### config.mk
export PLATFORM = sky130hd
export DESIGN_NAME = tmp_decoder
export DESIGN_NICKNAME = d
export VERILOG_FILES = /design/src/rtl/tmp_pkg.sv /design/src/rtl/tmp_updown_acc.sv /design/src/rtl/tmp_decoder.sv
export SDC_FILE = /design/constraint.sdc
export NUM_CORES = 1
export LEC_CHECK = 0
export CAP_MARGIN = 10
export CORE_UTILIZATION = 67
export DETAILED_ROUTE_END_ITERATION = 6
export DONT_BUFFER_PORTS = 1
export GPL_ROUTABILITY_DRIVEN = 0
export GPL_TIMING_DRIVEN = 0
export PLACE_DENSITY = 0.91
export SLEW_MARGIN = 25
export SYNTH_ARGS = -nofsm -noshare
export SYNTH_HDL_FRONTEND = slang
export SYNTH_SLANG_ARGS = --single-unit
### constraint.sdc
create_clock -name clk -period 4.3 [get_ports clk]
set_input_delay 1.29 -clock clk [delete_from_list [all_inputs] [get_ports clk]]
set_output_delay 1.29 -clock clk [all_outputs]
set_load 0.1 [all_outputs]
### src/rtl/tmp_pkg.sv
// rtl/tmp_pkg.sv - shared types, defaults and helpers for the temperature decoder
package tmp_pkg;

    typedef enum logic [1:0] {
        IDLE  = 2'd0,
        ACCUM = 2'd1,
        DONE  = 2'd2
    } tmp_dec_state_t;

    localparam int TMP_N_PHASES = 256;
    localparam int TMP_ACC_W    = 11;

    // Shift a two's complement accumulator into offset binary; callers keep the low acc_w bits
    function automatic logic [15:0] to_offset_bin(input logic [15:0] acc, input int unsigned acc_w);
        return acc + (16'd1 << (acc_w - 1));
    endfunction

endpackage

### src/rtl/tmp_updown_acc.sv
// rtl/tmp_updown_acc.sv - signed saturating up/down accumulator with clear and clip flag
module tmp_updown_acc #(
    parameter int W = 11
) (
    input  logic                clk,
    input  logic                reset,
    input  logic                clear,
    input  logic                up,
    input  logic                dn,
    output logic signed [W-1:0] acc,
    output logic                sat
);

    // Symmetric limits: the most negative code is never used so the range is +-(2^(W-1)-1)
    localparam logic signed [W-1:0] ACC_MAX = {1'b0, {(W-1){1'b1}}};
    localparam logic signed [W-1:0] ACC_MIN = -ACC_MAX;
    localparam logic signed [W-1:0] ONE     = {{(W-1){1'b0}}, 1'b1};

    // Count one step per cycle; simultaneous up and down cancel, clipping latches sat until clear
    always_ff @(posedge clk) begin
        if (reset || clear) begin
            acc <= '0;
            sat <= 1'b0;
        end else if (up && !dn) begin
            if (acc == ACC_MAX) begin
                sat <= 1'b1;
            end else begin
                acc <= acc + ONE;
            end
        end else if (dn && !up) begin
            if (acc == ACC_MIN) begin
                sat <= 1'b1;
            end else begin
                acc <= acc - ONE;
            end
        end
    end

endmodule

### src/rtl/tmp_decoder.sv
// rtl/tmp_decoder.sv - accumulates src/snk pulses over PI2 windows into an offset-binary code
module tmp_decoder
    import tmp_pkg::*;
#(
    parameter int N_PHASES = TMP_N_PHASES,
    parameter int ACC_W    = TMP_ACC_W
) (
    input  logic             clk,
    input  logic             reset,
    input  logic             preChrg,
    input  logic             PI2,
    input  logic             src_n,
    input  logic             snk,
    output logic [ACC_W-1:0] code,
    output logic             code_valid,
    output logic             busy,
    output logic             sat,
    output logic             contention
);

    localparam logic [11:0]      PHASE_LAST = 12'(N_PHASES - 1);
    localparam logic [ACC_W-1:0] CODE_ZERO  = {1'b1, {(ACC_W-1){1'b0}}};

    tmp_dec_state_t state, next_state;

    logic pre_r1, pre_r2, pi2_r1, pi2_r2, src_n_r1, snk_r1;
    logic [11:0] phase_cnt;
    logic start, pi2_fall, count_en, up, dn;
    logic signed [ACC_W-1:0] acc;
    logic acc_sat;

    // Input registers; preChrg and PI2 get a second stage for edge detection
    always_ff @(posedge clk) begin
        if (reset) begin
            pre_r1   <= 1'b0;
            pre_r2   <= 1'b0;
            pi2_r1   <= 1'b0;
            pi2_r2   <= 1'b0;
            src_n_r1 <= 1'b1;
            snk_r1   <= 1'b0;
        end else begin
            pre_r1   <= preChrg;
            pre_r2   <= pre_r1;
            pi2_r1   <= PI2;
            pi2_r2   <= pi2_r1;
            src_n_r1 <= src_n;
            snk_r1   <= snk;
        end
    end

    // While preChrg is high PI2 activity is ignored entirely, so a restart always beats a final window edge
    assign start    = pre_r1 && !pre_r2;
    assign pi2_fall = !pi2_r1 && pi2_r2 && !pre_r1;
    assign count_en = (state == ACCUM) && pi2_r1 && !pre_r1;
    assign up       = count_en && !src_n_r1;
    assign dn       = count_en && snk_r1;

    tmp_updown_acc #(
        .W(ACC_W)
    ) u_acc (
        .clk   (clk),
        .reset (reset),
        .clear (start),
        .up    (up),
        .dn    (dn),
        .acc   (acc),
        .sat   (acc_sat)
    );

    // Next-state logic: any preChrg rising edge (re)starts a conversion
    always_comb begin
        next_state = state;
        case (state)
            IDLE: begin
                if (start) next_state = ACCUM;
            end
            ACCUM: begin
                if (start) begin
                    next_state = ACCUM;
                end else if (pi2_fall && phase_cnt == PHASE_LAST) begin
                    next_state = DONE;
                end
            end
            DONE: begin
                next_state = start ? ACCUM : IDLE;
            end
            default: next_state = IDLE;
        endcase
    end

    // State register, phase counter and registered outputs
    always_ff @(posedge clk) begin
        if (reset) begin
            state      <= IDLE;
            phase_cnt  <= '0;
            busy       <= 1'b0;
            code_valid <= 1'b0;
            code       <= CODE_ZERO;
            sat        <= 1'b0;
            contention <= 1'b0;
        end else begin
            state      <= next_state;
            code_valid <= 1'b0;
            if (state == DONE) begin
                code       <= ACC_W'(to_offset_bin(16'(acc), ACC_W));
                sat        <= acc_sat;
                code_valid <= 1'b1;
                busy       <= 1'b0;
            end
            if (start) begin
                phase_cnt  <= '0;
                busy       <= 1'b1;
                contention <= 1'b0;
            end else if (state == ACCUM) begin
                if (pi2_fall) phase_cnt <= phase_cnt + 12'd1;
                if (up && dn) contention <= 1'b1;
            end
        end
    end

endmodule

==> impl_results.html <==
<table>
<tr><th>Metric</th><th>Value</th></tr>
<tr><th colspan="2">Clock network</th></tr>
<tr><td>Number of hold-repair buffers added at the cts stage</td><td>0</td></tr>
<tr><td>Root cell of the clock tree</td><td>clkbuf_4</td></tr>
<tr><td>Buffers inserted during post-CTS setup optimization</td><td>0</td></tr>
<tr><td>Clock sink count</td><td>47</td></tr>
<tr><td>Clock tree from TritonCTS</td><td>yes</td></tr>
<tr><td>Clock insertion delay at the later pin of the skew report</td><td>0.38 ns</td></tr>
<tr><td>H-tree lvl count</td><td>2</td></tr>
<tr><td>Clock edge transition at the registers on the reported setup and hold paths</td><td>roughly 0.14 ns</td></tr>
<tr><td>CTS Buf Count</td><td>5</td></tr>
<tr><td>Resized Gates After CTS</td><td>0</td></tr>
<tr><td>Maximum buffer depth of the clock tree</td><td>2</td></tr>
<tr><th colspan="2">STA</th></tr>
<tr><td>Final sum of negative setup slack</td><td>0 ns</td></tr>
<tr><td>Maximum clock frequency</td><td>about 300 MHz</td></tr>
<tr><td>Unrepaired setup endpoints after global routing</td><td>no</td></tr>
<tr><td>Share of the clock period used by the worst path after layout</td><td>roughly 80%</td></tr>
<tr><td>Pin slew with the least headroom to its limit</td><td>approximately 0.99 ns</td></tr>
<tr><td>Setup-violating endpoint count in the final report</td><td>0</td></tr>
<tr><td>Number of hold violations in the final report</td><td>0</td></tr>
<tr><td>Time the worst path needs with I/O delays and setup</td><td>between 3 and 4 ns</td></tr>
<tr><td>Count of final max-slew check failures</td><td>0</td></tr>
<tr><td>Worst clock skew on the final layout</td><td>0.01466 ns</td></tr>
<tr><td>Relative max-transition margin</td><td>34.17%</td></tr>
<tr><th colspan="2">Cells and area</th></tr>
<tr><td>Area used by multi-input combinational logic</td><td>1200 µm²</td></tr>
<tr><td>Sequential cell area</td><td>940.9 µm²</td></tr>
<tr><td>Non-filler cells in the finished layout</td><td>306</td></tr>
<tr><td>Fraction of final layout cells with drive strength greater than 1</td><td>5.725%</td></tr>
<tr><td>Number of antenna cells inserted</td><td>0</td></tr>
<tr><td>Number of fill cells in the layout</td><td>227</td></tr>
<tr><td>Area grow syn2layout</td><td>6.546%</td></tr>
<tr><td>Nets@finish</td><td>between 200 and 300</td></tr>
<tr><td>Final cell utilization of the core</td><td>76.13%</td></tr>
<tr><th colspan="2">Global routing</th></tr>
<tr><td>GR peak layer</td><td>met2</td></tr>
<tr><td>Global-route total usage across every layer</td><td>a little over a quarter</td></tr>
<tr><td>Vias in the first global route</td><td>roughly 1.7k</td></tr>
<tr><td>Met1 usage</td><td>34.56%</td></tr>
<tr><td>Grt ovf</td><td>0</td></tr>
<tr><td>Met2 track utilization from global routing</td><td>between 40 and 50%</td></tr>
<tr><td>Global-route track usage on met3</td><td>8.515%</td></tr>
<tr><td>Wire length of the first global-routing pass</td><td>roughly 7200 µm</td></tr>
<tr><td>Largest net degree at the start of global routing</td><td>16</td></tr>
<tr><td>Antenna violations before repair</td><td>0</td></tr>
<tr><th colspan="2">Drt</th></tr>
<tr><td>Total iterations of the first detailed-routing run</td><td>4</td></tr>
<tr><td>Starting DRT DRC Count</td><td>between 100 and 150</td></tr>
<tr><td>DR DRC count</td><td>0</td></tr>
<tr><td>Final antenna-violating net count</td><td>0</td></tr>
<tr><td>Detail-routed via count per cell</td><td>between 5 and 6</td></tr>
<tr><td>Final routed wire length divided by cell count</td><td>roughly 14 µm</td></tr>
<tr><td>Overall via count from detail_route</td><td>1786</td></tr>
<tr><td>Final wirelength</td><td>around 4400 µm</td></tr>
<tr><th colspan="2">Worst hold path</th></tr>
<tr><td>Hold WC Path Type</td><td>reg2reg</td></tr>
<tr><td>Launch instance of the worst min-delay path</td><td>u_acc.sat</td></tr>
<tr><th colspan="2">Status</th></tr>
<tr><td>Outcome</td><td>finished, final reports clean</td></tr>
<tr><th colspan="2">Floorplanning</th></tr>
<tr><td>Horizontal die dimension</td><td>roughly 60 µm</td></tr>
<tr><td>Placeable core region</td><td>3103 µm²</td></tr>
<tr><td>Die boundary height</td><td>between 50 and 60 µm</td></tr>
<tr><td>IO Pins</td><td>21</td></tr>
<tr><td>Starting density of the core</td><td>71.45%</td></tr>
<tr><td>Die outline area</td><td>3543 µm²</td></tr>
<tr><td>Site Rows</td><td>20</td></tr>
<tr><th colspan="2">Yosys</th></tr>
<tr><td>Proportion of netlist area held by the largest area contributor</td><td>42.44%</td></tr>
<tr><td>Post-synthesis sequential element count</td><td>47</td></tr>
<tr><td>Async set-reset flop share out of synthesis</td><td>0%</td></tr>
<tr><td>Number of enable flip-flop cells after synthesis</td><td>0</td></tr>
<tr><td>Average cell area after synthesis</td><td>8.729 µm²</td></tr>
<tr><td>Number of instances in the synthesized netlist</td><td>254</td></tr>
<tr><td>Unique cell type count in the Yosys netlist</td><td>42</td></tr>
<tr><td>Portion of the post-synthesis area used by sequential elements</td><td>between 40% and 50%</td></tr>
<tr><td>Net count after synthesis</td><td>between 200 and 300</td></tr>
<tr><td>Yosys Warn Count</td><td>0</td></tr>
<tr><td>Syn Std Cell Area</td><td>2217 µm²</td></tr>
<tr><td>Cell type contributing the most total cell area after synthesis</td><td>dfxtp_1</td></tr>
<tr><td>Most frequently used flop master after synthesis</td><td>dfxtp_1</td></tr>
<tr><td>Top area cells in the synthesized netlist</td><td>dfxtp_1, ha_1, a21oi_1</td></tr>
<tr><th colspan="2">Placed design</th></tr>
<tr><td>Port bufs</td><td>0</td></tr>
<tr><td>Detailed-placement wirelength estimate</td><td>3222 µm</td></tr>
<tr><td>Post-Place Cells</td><td>298</td></tr>
<tr><th colspan="2">Setup path</th></tr>
<tr><td>Worst path required time</td><td>roughly 4.6 ns</td></tr>
<tr><td>Element type at the critical path end</td><td>register</td></tr>
<tr><td>Data arrival time of the critical path</td><td>3.62 ns</td></tr>
<tr><td>CP Class</td><td>reg2reg</td></tr>
<tr><td>Worst-path fanout max</td><td>13</td></tr>
<tr><td>Element type at the critical path start</td><td>register</td></tr>
<tr><td>Worst flop-to-flop path startpoint</td><td>state[0]</td></tr>
<tr><td>Worst setup startpoint</td><td>state[0]</td></tr>
<tr><th colspan="2">Power and ir drop</th></tr>
<tr><td>Leakage power figure</td><td>just over 0.9 nW</td></tr>
<tr><td>Pwr/cell area</td><td>roughly 330 nW/µm²</td></tr>
<tr><td>Largest vdd supply drop</td><td>0.2905 mV</td></tr>
<tr><th colspan="2">Flow run</th></tr>
<tr><td>Total of max-cap violations</td><td>0</td></tr>
</table>
## final timing paths
check / end / cells past startpoint / slack (ns)
min: sat / 2 / 0.47
max: u_acc.acc[7] / 12 / 0.96
min reg2reg: sat / 2 / 0.47
max reg2reg: u_acc.acc[7] / 12 / 0.96
## synth_stat cells (all sizes together) (2+ instances only)
cell / instances
dfxtp: 47
nand2: 33
nor2: 32
a21oi: 25
ha: 13
xor2: 11
nor2b: 9
nand4: 8
xnor2: 8
clkbuf: 7
and3: 5
inv: 5
mux2i: 5
nand3: 5
o21ai: 4
a211oi: 3
a21o: 3
a31oi: 3
buf: 3
nor3b: 3
or2: 3
a211o: 2
nand2b: 2
nor3: 2
## registers in the layout, summed over array words and instances, names as in the netlist, 2 cells and up
register	flops
phase_cnt	12
code	11
u_acc.acc	11
state	2
## critical path: stages, from the launching register on
cell	delay (ns)
dfxtp_1	0.40
nor2b_1	0.41
and3b_1	0.24
nor2b_1	0.23
ha_1	0.18
inv_1	0.21
ha_1	0.48
nand3_1	0.09
o211ai_1	0.34
a21o_1	0.18
a21oi_1	0.07
xnor2_1	0.16
a31o_2	0.26
## kinds of logic after synthesis
group | synth area share [%]
AND/OR/NAND/NOR | 23.36
AO/OA/AOI/OAI | 12.75
multiplexers | 2.257
flip-flops | 42.44
buffers and inverters | 3.442
adder cells (fa/ha/maj) | 8.239
XOR/XNOR | 7.506
## per-layer routing
layer | vias to the layer above | part of all wire [%]
met2 | 71 | 47
met5 | - | 0
met3 | 11 | 8.2
li1 | 887 | -
met1 | 817 | 42
met4 | 0 | 2.7
## layout make-up
type / count / area share (%)
Multi-Input combinational cell: 192 / 50.79
Sequential cell: 47 / 39.83
Buffer: 10 / 2.436
Tap cell: 44 / 2.331
Clock buffer: 6 / 2.172
Clock inverter: 2 / 1.642
Inverter: 5 / 0.7945
## cells in the final DEF, fill, tap and decap left out, drive strengths merged, types with 5 or more instances in the layout
cell / instances
nand4: 8
nor2b: 9
clkbuf: 13
dfxtp: 47
xor2: 11
a21oi: 25
and3: 5
nor2: 32
nand2: 33
mux2i: 5
inv: 6
xnor2: 8
nand3: 5
ha: 13
## report_power, final
part | switching (mW) | total, mW | internal [mW]
Clock | 0.141 | 0.282 | 0.140
Combinational | 0.0267 | 0.0447 | 0.0180
Sequential | 0.00927 | 0.450 | 0.441
Total | 0.177 | 0.777 | 0.599
## stage by stage
step / power [mW] / hold slack (ns) / cell area (µm²) / setup WS [ns]
CTS: 0.7815 / 0.4713 / 2362 / 1.001
floorplan: 0.4934 / 0.4323 / 2217 / 1.499
finish: 0.7766 / 0.4718 / 2362 / 0.9587
detailed placement: 0.5034 / 0.4525 / 2272 / 1.036
global route: 0.8053 / 0.5060 / 2362 / 0.7101
global placement: 0.5013 / 0.4435 / 2272 / 1.168
Power figures use the tool's default switching activity.
